$ cat config.mk
export PLATFORM = sky130hd
export DESIGN_NAME = serial_fifo_iface
export DESIGN_NICKNAME = d
export VERILOG_FILES = /design/src/rtl/serial_fifo_iface_pkg.sv /design/src/rtl/serial_byte_fifo.sv /design/src/rtl/serial_fifo_iface.sv
export SDC_FILE = /design/constraint.sdc
export NUM_CORES = 1
export LEC_CHECK = 0
export ABC_AREA = 1
export CAP_MARGIN = 20
export CORE_UTILIZATION = 55
export CTS_CLUSTER_SIZE = 16
export DETAILED_ROUTE_END_ITERATION = 8
export GPL_TIMING_DRIVEN = 1
export HOLD_SLACK_MARGIN = 0.06
export PLACE_DENSITY_LB_ADDON = 0.25
export SYNTH_ARGS = -nofsm -noshare
export SYNTH_HDL_FRONTEND = slang
export SYNTH_SLANG_ARGS = --single-unit
$ cat constraint.sdc
create_clock -name clk_i -period 3.3 [get_ports clk_i]
set_input_delay 0.495 -clock clk_i [delete_from_list [all_inputs] [get_ports clk_i]]
set_output_delay 0.495 -clock clk_i [all_outputs]
set_load 0.01 [all_outputs]
$ cat src/rtl/serial_fifo_iface_pkg.sv
// Shared definitions for the UART command-byte interface: engine state encodings,
// error-bit indices and the divisor floor. Parity is enabled by SERIAL_FIFO_IFACE_PARITY_EN.
package serial_fifo_iface_pkg;

  typedef enum logic [2:0] {
    S_IDLE   = 3'd0,
    S_START  = 3'd1,
    S_DATA   = 3'd2,
    S_PARITY = 3'd3,
    S_STOP   = 3'd4
  } uart_state_e;

  localparam int unsigned ERR_OVR = 0;
  localparam int unsigned ERR_FRM = 1;
  localparam int unsigned ERR_PAR = 2;

  localparam int unsigned MIN_DIV = 7;

`ifdef SERIAL_FIFO_IFACE_PARITY_EN
  localparam bit PARITY_EN = 1'b1;
`else
  localparam bit PARITY_EN = 1'b0;
`endif

  // Even parity: the bit that makes the total count of ones even.
  function automatic logic even_parity(input logic [7:0] b);
    return ^b;
  endfunction

endpackage

$ cat src/rtl/serial_byte_fifo.sv
// Synchronous first-word-fall-through byte FIFO with occupancy output.
// Reads while empty are ignored; a write while full succeeds only alongside a read.
module serial_byte_fifo #(
  parameter int unsigned AW = 4
) (
  input  logic        clk_i,
  input  logic        reset_n_i,
  input  logic        wr_en,
  input  logic [7:0]  wr_data,
  input  logic        rd_en,
  output logic [7:0]  rd_data,
  output logic        empty,
  output logic        full,
  output logic [AW:0] level
);

  localparam int unsigned DEPTH = 1 << AW;

  logic [7:0]    mem [DEPTH];
  logic [AW-1:0] wptr;
  logic [AW-1:0] rptr;
  logic [AW:0]   cnt;
  logic          rd_ok;
  logic          wr_ok;

  assign empty = (cnt == '0);
  assign full  = (cnt == (AW+1)'(DEPTH));
  assign rd_ok = rd_en & ~empty;
  assign wr_ok = wr_en & (~full | rd_ok);
  assign level = cnt;

  // Head is forced to zero while empty so the output is defined out of reset.
  assign rd_data = empty ? '0 : mem[rptr];

  always_ff @(posedge clk_i or negedge reset_n_i) begin
    if (!reset_n_i) begin
      wptr <= '0;
      rptr <= '0;
      cnt  <= '0;
    end else begin
      if (wr_ok) wptr <= wptr + 1'b1;
      if (rd_ok) rptr <= rptr + 1'b1;
      case ({wr_ok, rd_ok})
        2'b10:   cnt <= cnt + 1'b1;
        2'b01:   cnt <= cnt - 1'b1;
        default: cnt <= cnt;
      endcase
    end
  end

  always_ff @(posedge clk_i) begin
    if (wr_ok) mem[wptr] <= wr_data;
  end

endmodule

$ cat src/rtl/serial_fifo_iface.sv
// UART RX/TX engines with byte FIFOs presenting the cmdfifo_* handshake to the register decoder.
// Optional even parity is enabled by defining SERIAL_FIFO_IFACE_PARITY_EN.
module serial_fifo_iface
  import serial_fifo_iface_pkg::*;
#(
  parameter int unsigned DIV_W = 16,
  parameter int unsigned RX_AW = 4,
  parameter int unsigned TX_AW = 4
) (
  input  logic             clk_i,
  input  logic             reset_n_i,
  input  logic             rx_i,
  output logic             tx_o,
  input  logic [DIV_W-1:0] baud_div_i,
  output logic             cmdfifo_rxf,
  input  logic             cmdfifo_rd,
  output logic [7:0]       cmdfifo_din,
  output logic             cmdfifo_txe,
  input  logic             cmdfifo_wr,
  input  logic [7:0]       cmdfifo_dout,
  output logic [RX_AW:0]   rx_level_o,
  output logic [TX_AW:0]   tx_level_o,
  output logic [2:0]       err_o,
  input  logic             err_clr_i
);

  logic [DIV_W-1:0] div_eff;
  assign div_eff = (baud_div_i < DIV_W'(MIN_DIV)) ? DIV_W'(MIN_DIV) : baud_div_i;

  // ---------------- RX engine ----------------
  logic [1:0]       rx_sync;
  logic             rx_s;
  logic             rx_d;
  uart_state_e      rx_state,    rx_state_nx;
  logic [DIV_W-1:0] rx_cnt,      rx_cnt_nx;
  logic [DIV_W-1:0] rx_div,      rx_div_nx;
  logic [2:0]       rx_bit,      rx_bit_nx;
  logic [7:0]       rx_sh,       rx_sh_nx;
  logic             rx_par,      rx_par_nx;
  logic             rx_brk,      rx_brk_nx;
  logic             rx_push,     rx_push_nx;
  logic             set_frm;
  logic             set_par;
  logic             rx_empty;
  logic             rx_full;

  assign rx_s = rx_sync[1];

  always_ff @(posedge clk_i or negedge reset_n_i) begin
    if (!reset_n_i) begin
      rx_sync  <= 2'b11;
      rx_d     <= 1'b1;
      rx_state <= S_IDLE;
      rx_cnt   <= '0;
      rx_div   <= '0;
      rx_bit   <= '0;
      rx_sh    <= '0;
      rx_par   <= 1'b0;
      rx_brk   <= 1'b0;
      rx_push  <= 1'b0;
    end else begin
      rx_sync  <= {rx_sync[0], rx_i};
      rx_d     <= rx_s;
      rx_state <= rx_state_nx;
      rx_cnt   <= rx_cnt_nx;
      rx_div   <= rx_div_nx;
      rx_bit   <= rx_bit_nx;
      rx_sh    <= rx_sh_nx;
      rx_par   <= rx_par_nx;
      rx_brk   <= rx_brk_nx;
      rx_push  <= rx_push_nx;
    end
  end

  always_comb begin
    rx_state_nx = rx_state;
    rx_cnt_nx   = rx_cnt;
    rx_div_nx   = rx_div;
    rx_bit_nx   = rx_bit;
    rx_sh_nx    = rx_sh;
    rx_par_nx   = rx_par;
    rx_brk_nx   = rx_brk;
    rx_push_nx  = 1'b0;
    set_frm     = 1'b0;
    set_par     = 1'b0;
    case (rx_state)
      S_IDLE: begin
        if (rx_d && !rx_s) begin
          rx_div_nx   = div_eff;
          rx_cnt_nx   = div_eff >> 1;
          rx_state_nx = S_START;
        end
      end
      S_START: begin
        if (rx_cnt == '0) begin
          if (!rx_s) begin
            rx_cnt_nx   = rx_div;
            rx_bit_nx   = '0;
            rx_state_nx = S_DATA;
          end else begin
            rx_state_nx = S_IDLE;
          end
        end else begin
          rx_cnt_nx = rx_cnt - 1'b1;
        end
      end
      S_DATA: begin
        if (rx_cnt == '0) begin
          rx_sh_nx  = {rx_s, rx_sh[7:1]};
          rx_cnt_nx = rx_div;
          rx_bit_nx = rx_bit + 3'd1;
          if (rx_bit == 3'd7) rx_state_nx = PARITY_EN ? S_PARITY : S_STOP;
        end else begin
          rx_cnt_nx = rx_cnt - 1'b1;
        end
      end
      S_PARITY: begin
        if (rx_cnt == '0) begin
          rx_par_nx   = rx_s;
          rx_cnt_nx   = rx_div;
          rx_state_nx = S_STOP;
        end else begin
          rx_cnt_nx = rx_cnt - 1'b1;
        end
      end
      S_STOP: begin
        // After a framing error the engine parks here until the line returns high.
        if (rx_brk) begin
          if (rx_s) begin
            rx_brk_nx   = 1'b0;
            rx_state_nx = S_IDLE;
          end
        end else if (rx_cnt == '0) begin
          if (!rx_s) begin
            set_frm   = 1'b1;
            rx_brk_nx = 1'b1;
          end else if (PARITY_EN && (rx_par != even_parity(rx_sh))) begin
            set_par     = 1'b1;
            rx_state_nx = S_IDLE;
          end else begin
            rx_push_nx  = 1'b1;
            rx_state_nx = S_IDLE;
          end
        end else begin
          rx_cnt_nx = rx_cnt - 1'b1;
        end
      end
      default: rx_state_nx = S_IDLE;
    endcase
  end

  serial_byte_fifo #(.AW(RX_AW)) u_rx_fifo (
    .clk_i     (clk_i),
    .reset_n_i (reset_n_i),
    .wr_en     (rx_push),
    .wr_data   (rx_sh),
    .rd_en     (cmdfifo_rd),
    .rd_data   (cmdfifo_din),
    .empty     (rx_empty),
    .full      (rx_full),
    .level     (rx_level_o)
  );

  assign cmdfifo_rxf = ~rx_empty;

  // ---------------- error flags ----------------
  logic [2:0] err_q;
  logic [2:0] err_set;

  always_comb begin
    err_set          = '0;
    err_set[ERR_OVR] = rx_push & rx_full & ~cmdfifo_rd;
    err_set[ERR_FRM] = set_frm;
    err_set[ERR_PAR] = PARITY_EN & set_par;
  end

  always_ff @(posedge clk_i or negedge reset_n_i) begin
    if (!reset_n_i) err_q <= '0;
    else            err_q <= (err_clr_i ? 3'b000 : err_q) | err_set;
  end

  assign err_o = err_q;

  // ---------------- TX engine ----------------
  uart_state_e      tx_state, tx_state_nx;
  logic [DIV_W-1:0] tx_cnt,   tx_cnt_nx;
  logic [DIV_W-1:0] tx_div,   tx_div_nx;
  logic [2:0]       tx_bit,   tx_bit_nx;
  logic [7:0]       tx_sh,    tx_sh_nx;
  logic             tx_par,   tx_par_nx;
  logic             tx_q,     tx_q_nx;
  logic             tx_load;
  logic [7:0]       tx_head;
  logic             tx_empty;
  logic             tx_full;

  always_ff @(posedge clk_i or negedge reset_n_i) begin
    if (!reset_n_i) begin
      tx_state <= S_IDLE;
      tx_cnt   <= '0;
      tx_div   <= '0;
      tx_bit   <= '0;
      tx_sh    <= '0;
      tx_par   <= 1'b0;
      tx_q     <= 1'b1;
    end else begin
      tx_state <= tx_state_nx;
      tx_cnt   <= tx_cnt_nx;
      tx_div   <= tx_div_nx;
      tx_bit   <= tx_bit_nx;
      tx_sh    <= tx_sh_nx;
      tx_par   <= tx_par_nx;
      tx_q     <= tx_q_nx;
    end
  end

  always_comb begin
    tx_state_nx = tx_state;
    tx_cnt_nx   = tx_cnt;
    tx_div_nx   = tx_div;
    tx_bit_nx   = tx_bit;
    tx_sh_nx    = tx_sh;
    tx_par_nx   = tx_par;
    tx_q_nx     = tx_q;
    tx_load     = 1'b0;
    case (tx_state)
      S_IDLE: begin
        if (!tx_empty) tx_load = 1'b1;
      end
      S_START: begin
        if (tx_cnt == '0) begin
          tx_cnt_nx   = tx_div;
          tx_q_nx     = tx_sh[0];
          tx_state_nx = S_DATA;
        end else begin
          tx_cnt_nx = tx_cnt - 1'b1;
        end
      end
      S_DATA: begin
        if (tx_cnt == '0) begin
          tx_cnt_nx = tx_div;
          if (tx_bit == 3'd7) begin
            if (PARITY_EN) begin
              tx_q_nx     = tx_par;
              tx_state_nx = S_PARITY;
            end else begin
              tx_q_nx     = 1'b1;
              tx_state_nx = S_STOP;
            end
          end else begin
            tx_bit_nx = tx_bit + 3'd1;
            tx_sh_nx  = tx_sh >> 1;
            tx_q_nx   = tx_sh[1];
          end
        end else begin
          tx_cnt_nx = tx_cnt - 1'b1;
        end
      end
      S_PARITY: begin
        if (tx_cnt == '0) begin
          tx_cnt_nx   = tx_div;
          tx_q_nx     = 1'b1;
          tx_state_nx = S_STOP;
        end else begin
          tx_cnt_nx = tx_cnt - 1'b1;
        end
      end
      S_STOP: begin
        // Chain straight into the next start bit so queued frames have no idle gap.
        if (tx_cnt == '0) begin
          if (!tx_empty) begin
            tx_load = 1'b1;
          end else begin
            tx_q_nx     = 1'b1;
            tx_state_nx = S_IDLE;
          end
        end else begin
          tx_cnt_nx = tx_cnt - 1'b1;
        end
      end
      default: tx_state_nx = S_IDLE;
    endcase

    if (tx_load) begin
      tx_sh_nx    = tx_head;
      tx_par_nx   = even_parity(tx_head);
      tx_div_nx   = div_eff;
      tx_cnt_nx   = div_eff;
      tx_bit_nx   = '0;
      tx_q_nx     = 1'b0;
      tx_state_nx = S_START;
    end
  end

  serial_byte_fifo #(.AW(TX_AW)) u_tx_fifo (
    .clk_i     (clk_i),
    .reset_n_i (reset_n_i),
    .wr_en     (cmdfifo_wr),
    .wr_data   (cmdfifo_dout),
    .rd_en     (tx_load),
    .rd_data   (tx_head),
    .empty     (tx_empty),
    .full      (tx_full),
    .level     (tx_level_o)
  );

  assign cmdfifo_txe = ~tx_full;
  assign tx_o        = tx_q;

endmodule

==> results.json <==
{
  "drc_errors": 0,
  "dpl.cell_count": 2202,
  "insertion_delay_ps": 530,
  "worstHoldEndpoint": "rx_sync[1]",
  "finalPower_mw": 17.8,
  "final_hold_viol_count": 0,
  "synth_area_leader_cell": "edfxtp_1",
  "cts_buffers": 40,
  "end_kind": "output pin",
  "cp_slowest_cell": "dfrtp_4",
  "setup_tns_ps": 0,
  "crit-reg2reg-launch": "tx_cnt[0]",
  "r2r-end": "u_tx_fifo.level[4]",
  "worstHoldStart": "rx_sync[0]",
  "grt_pass1_vias": 12558,
  "synth_warnings": 0,
  "status": "complete, no violations",
  "clock-sinks": 382,
  "use_met1": 0.357,
  "dieArea_um2": 32700,
  "drive_above_1_share": 0.0842,
  "worst_pin_slew_ps": 924,
  "io_buffers": 52,
  "antenna_cells": 0,
  "crit_path_start_kind": "register",
  "initial_core_util": 0.558,
  "crit_arrival_ps": 2710,
  "yosysSeqAreaShare": 0.616,
  "p_per_area_nw_per_um2": 886,
  "dr.pass1.iters": 5,
  "first_iter_violations": 1137,
  "netlist_area_um2": 17600,
  "place.gp.congestion": 0.897,
  "routed-via-count": 12909,
  "p_leak_nw": 8.19,
  "gr-usage-met3": 0.0323,
  "viasPerCell": 5.66,
  "antenna_found_initial": 0,
  "slew_violations": 0,
  "relSlewSlack": 0.382,
  "fin_ws_ps": 92.5,
  "final_core_util": 0.636,
  "grt_max_degree": 71,
  "overflow": 0,
  "synth_cell_type_count": 47,
  "wl_per_cell_um": 18.0,
  "instances_no_fill": 2279,
  "grt.total_usage": 0.256,
  "grt_setup_unrepaired": "no",
  "layout.cells.most_common": "nand2_1",
  "synth_top_area_share": 0.437,
  "avgSynthCellArea_um2": 9.92,
  "synth_cells": 1775,
  "antenna_left": 0,
  "grt_pass1_wl_mm": 65.8,
  "cts_tree": "built",
  "cts.clk_slew.worst_paths_ps": 60,
  "io_pins": 54,
  "cp_data_required_time_ps": 2800,
  "hold_path_depth": 0,
  "max_stage_delay_ps": 570,
  "die_width_um": 181,
  "cp_max_fo": 20,
  "met2_usage": 0.415,
  "post-route-period-util": 0.972,
  "final_nets": 1901,
  "hold_class": "reg2reg",
  "layout_common_cells": "nand2_1 (340), nor2_1 (316), edfxtp_1 (256), o21ai_0 (155), dfrtp_1 (119)",
  "die_h_um": 181,
  "grt.busiest_layer": "met2",
  "dp_hpwl_mm": 26.1,
  "finalSetupViolCount": 0,
  "ys_top_cells_by_area": "edfxtp_1 (44%), dfrtp_1 (17%), nand2_1 (7.2%)",
  "pre_cts_ws_ps": 370,
  "reg2reg_slack_ps": 320,
  "clock_path_buffers": 3,
  "max_freq_mhz": 312,
  "core_um2": 31600,
  "postSynthNetCount": 1831,
  "cp_cell_sequence": "inv_4 > buf_8 > o21bai_1 > o211ai_1 > nand3_1 > a21oi_1 > clkdlybuf4s50_1",
  "r2r_cells": 18,
  "cts_root_buffer": "clkbuf_16",
  "htreeDepth": 2,
  "ys_seq_elements": 382,
  "path_class": "reg2out",
  "ir_worst_vdd_v": 0.000565,
  "num_rows": 65,
  "drt_wl_total_mm": 40.9,
  "fin_crit_ps": 3210,
  "finClkSkew_ps": 14.7,
  "drv_cap": 0,
  "areaGrowthSynthToFinish_pct": 14.0
}
==> synthesized netlist by cell type (all sizes together) <==
| library cell | count |
|---|---|
| a211oi | 2 |
| a21o | 1 |
| a21oi | 33 |
| a31oi | 2 |
| buf | 40 |
| clkbuf | 36 |
| clkinv | 6 |
| conb | 1 |
| dfrtp | 122 |
| dfstp | 4 |
| edfxtp | 256 |
| fa | 1 |
| ha | 25 |
| inv | 117 |
| mux2 | 1 |
| nand2 | 350 |
| nand3 | 117 |
| nand3b | 8 |
| nand4 | 4 |
| nor2 | 329 |
| nor3 | 18 |
| nor4 | 3 |
| o211ai | 45 |
| o21a | 8 |
| o21ai | 155 |
| o21bai | 32 |
| o221ai | 24 |
| o22ai | 1 |
| o31ai | 1 |
| o32ai | 1 |
| or2 | 2 |
| xnor2 | 7 |
| xor2 | 23 |
==> metrics by stage <==
stage,hold WS (ps),area [µm²]
3_5_place_dp,352,18700
4_1_cts,361,20000
3_3_place_gp,347,18700
2_1_floorplan,199,17600
5_1_grt,362,20100
6_report,359,20100
==> metal layers <==
layer / wire [µm] / part of all wire
met1: 18000 / 0.44
met2: 19400 / 0.47
met3: 2570 / 0.063
met4: 1030 / 0.025
met5: 0 / 0
==> cells by family after synthesis <==
| kind of cell | count (synthesis) | synth area share |
|---|---|---|
| xor gates and xnor gates | 30 | 0.0149 |
| muxes | 1 | 0.000639 |
| adders and majority gates | 26 | 0.0189 |
| AOI/OAI and AO/OA | 305 | 0.106 |
| DFF | 382 | 0.616 |
| buffers and inverters | 199 | 0.0477 |
| other | 1 | 0.000213 |
| and+or+nand+nor | 831 | 0.196 |
==> report_power, final <==
group / internal (mW) / switching, mW / leakage [nW]
registers: 5.87 / 0.713 / 3.95
logic: 2.47 / 4.20 / 3.59
clock network: 2.68 / 1.86 / 0.640
==> how the worst max path moves through the flow <==
stage	startpoint	to	depth (start not counted)
final	u_rx_fifo.rptr[0]	cmdfifo_din[1]	7
after CTS	u_rx_fifo.rptr[0]	cmdfifo_din[1]	7
after detailed placement	tx_cnt[0]	u_tx_fifo.level[4]	18
after global placement	tx_cnt[0]	u_tx_fifo.level[4]	18
after global routing	u_rx_fifo.rptr[0]	cmdfifo_din[1]	7
after floorplan	tx_cnt[0]	u_tx_fifo.level[4]	19
==> repair_timing <==
item / in CTS / in global routing
resized for setup: 0 / 7
hold buffers: 1 / 0
endpoints found under the hold margin: 64 / 0
setup endpoints to repair: 0 / 8
setup buffers: 0 / 1
==> worst max-delay path: cells and delay by family (launching register included) <==
family / cells / cell delay [ps]
flops: 1 / 570
buf+inv: 3 / 860
compound gates: 3 / 570
simple gates: 1 / 170
==> sequential cells by signal, summed over array words and instances, names as in the netlist, 5 cells and up <==
register / cells
rx_sh: 8
u_rx_fifo.mem: 128
u_rx_fifo.level: 5
u_tx_fifo.mem: 128
rx_cnt: 16
u_tx_fifo.level: 5
tx_div: 16
tx_sh: 8
tx_cnt: 16
rx_div: 16
==> layout make-up <==
type	count	area [µm²]
Inverter	123	473
Tap cell	402	503
Clock buffer	52	1100
Fill cell	2486	11500
Timing Repair Buffer	104	990
Clock inverter	22	238
Multi-Input combinational cell	1194	5930
Sequential cell	382	10900
Power figures use the tool's default switching activity.
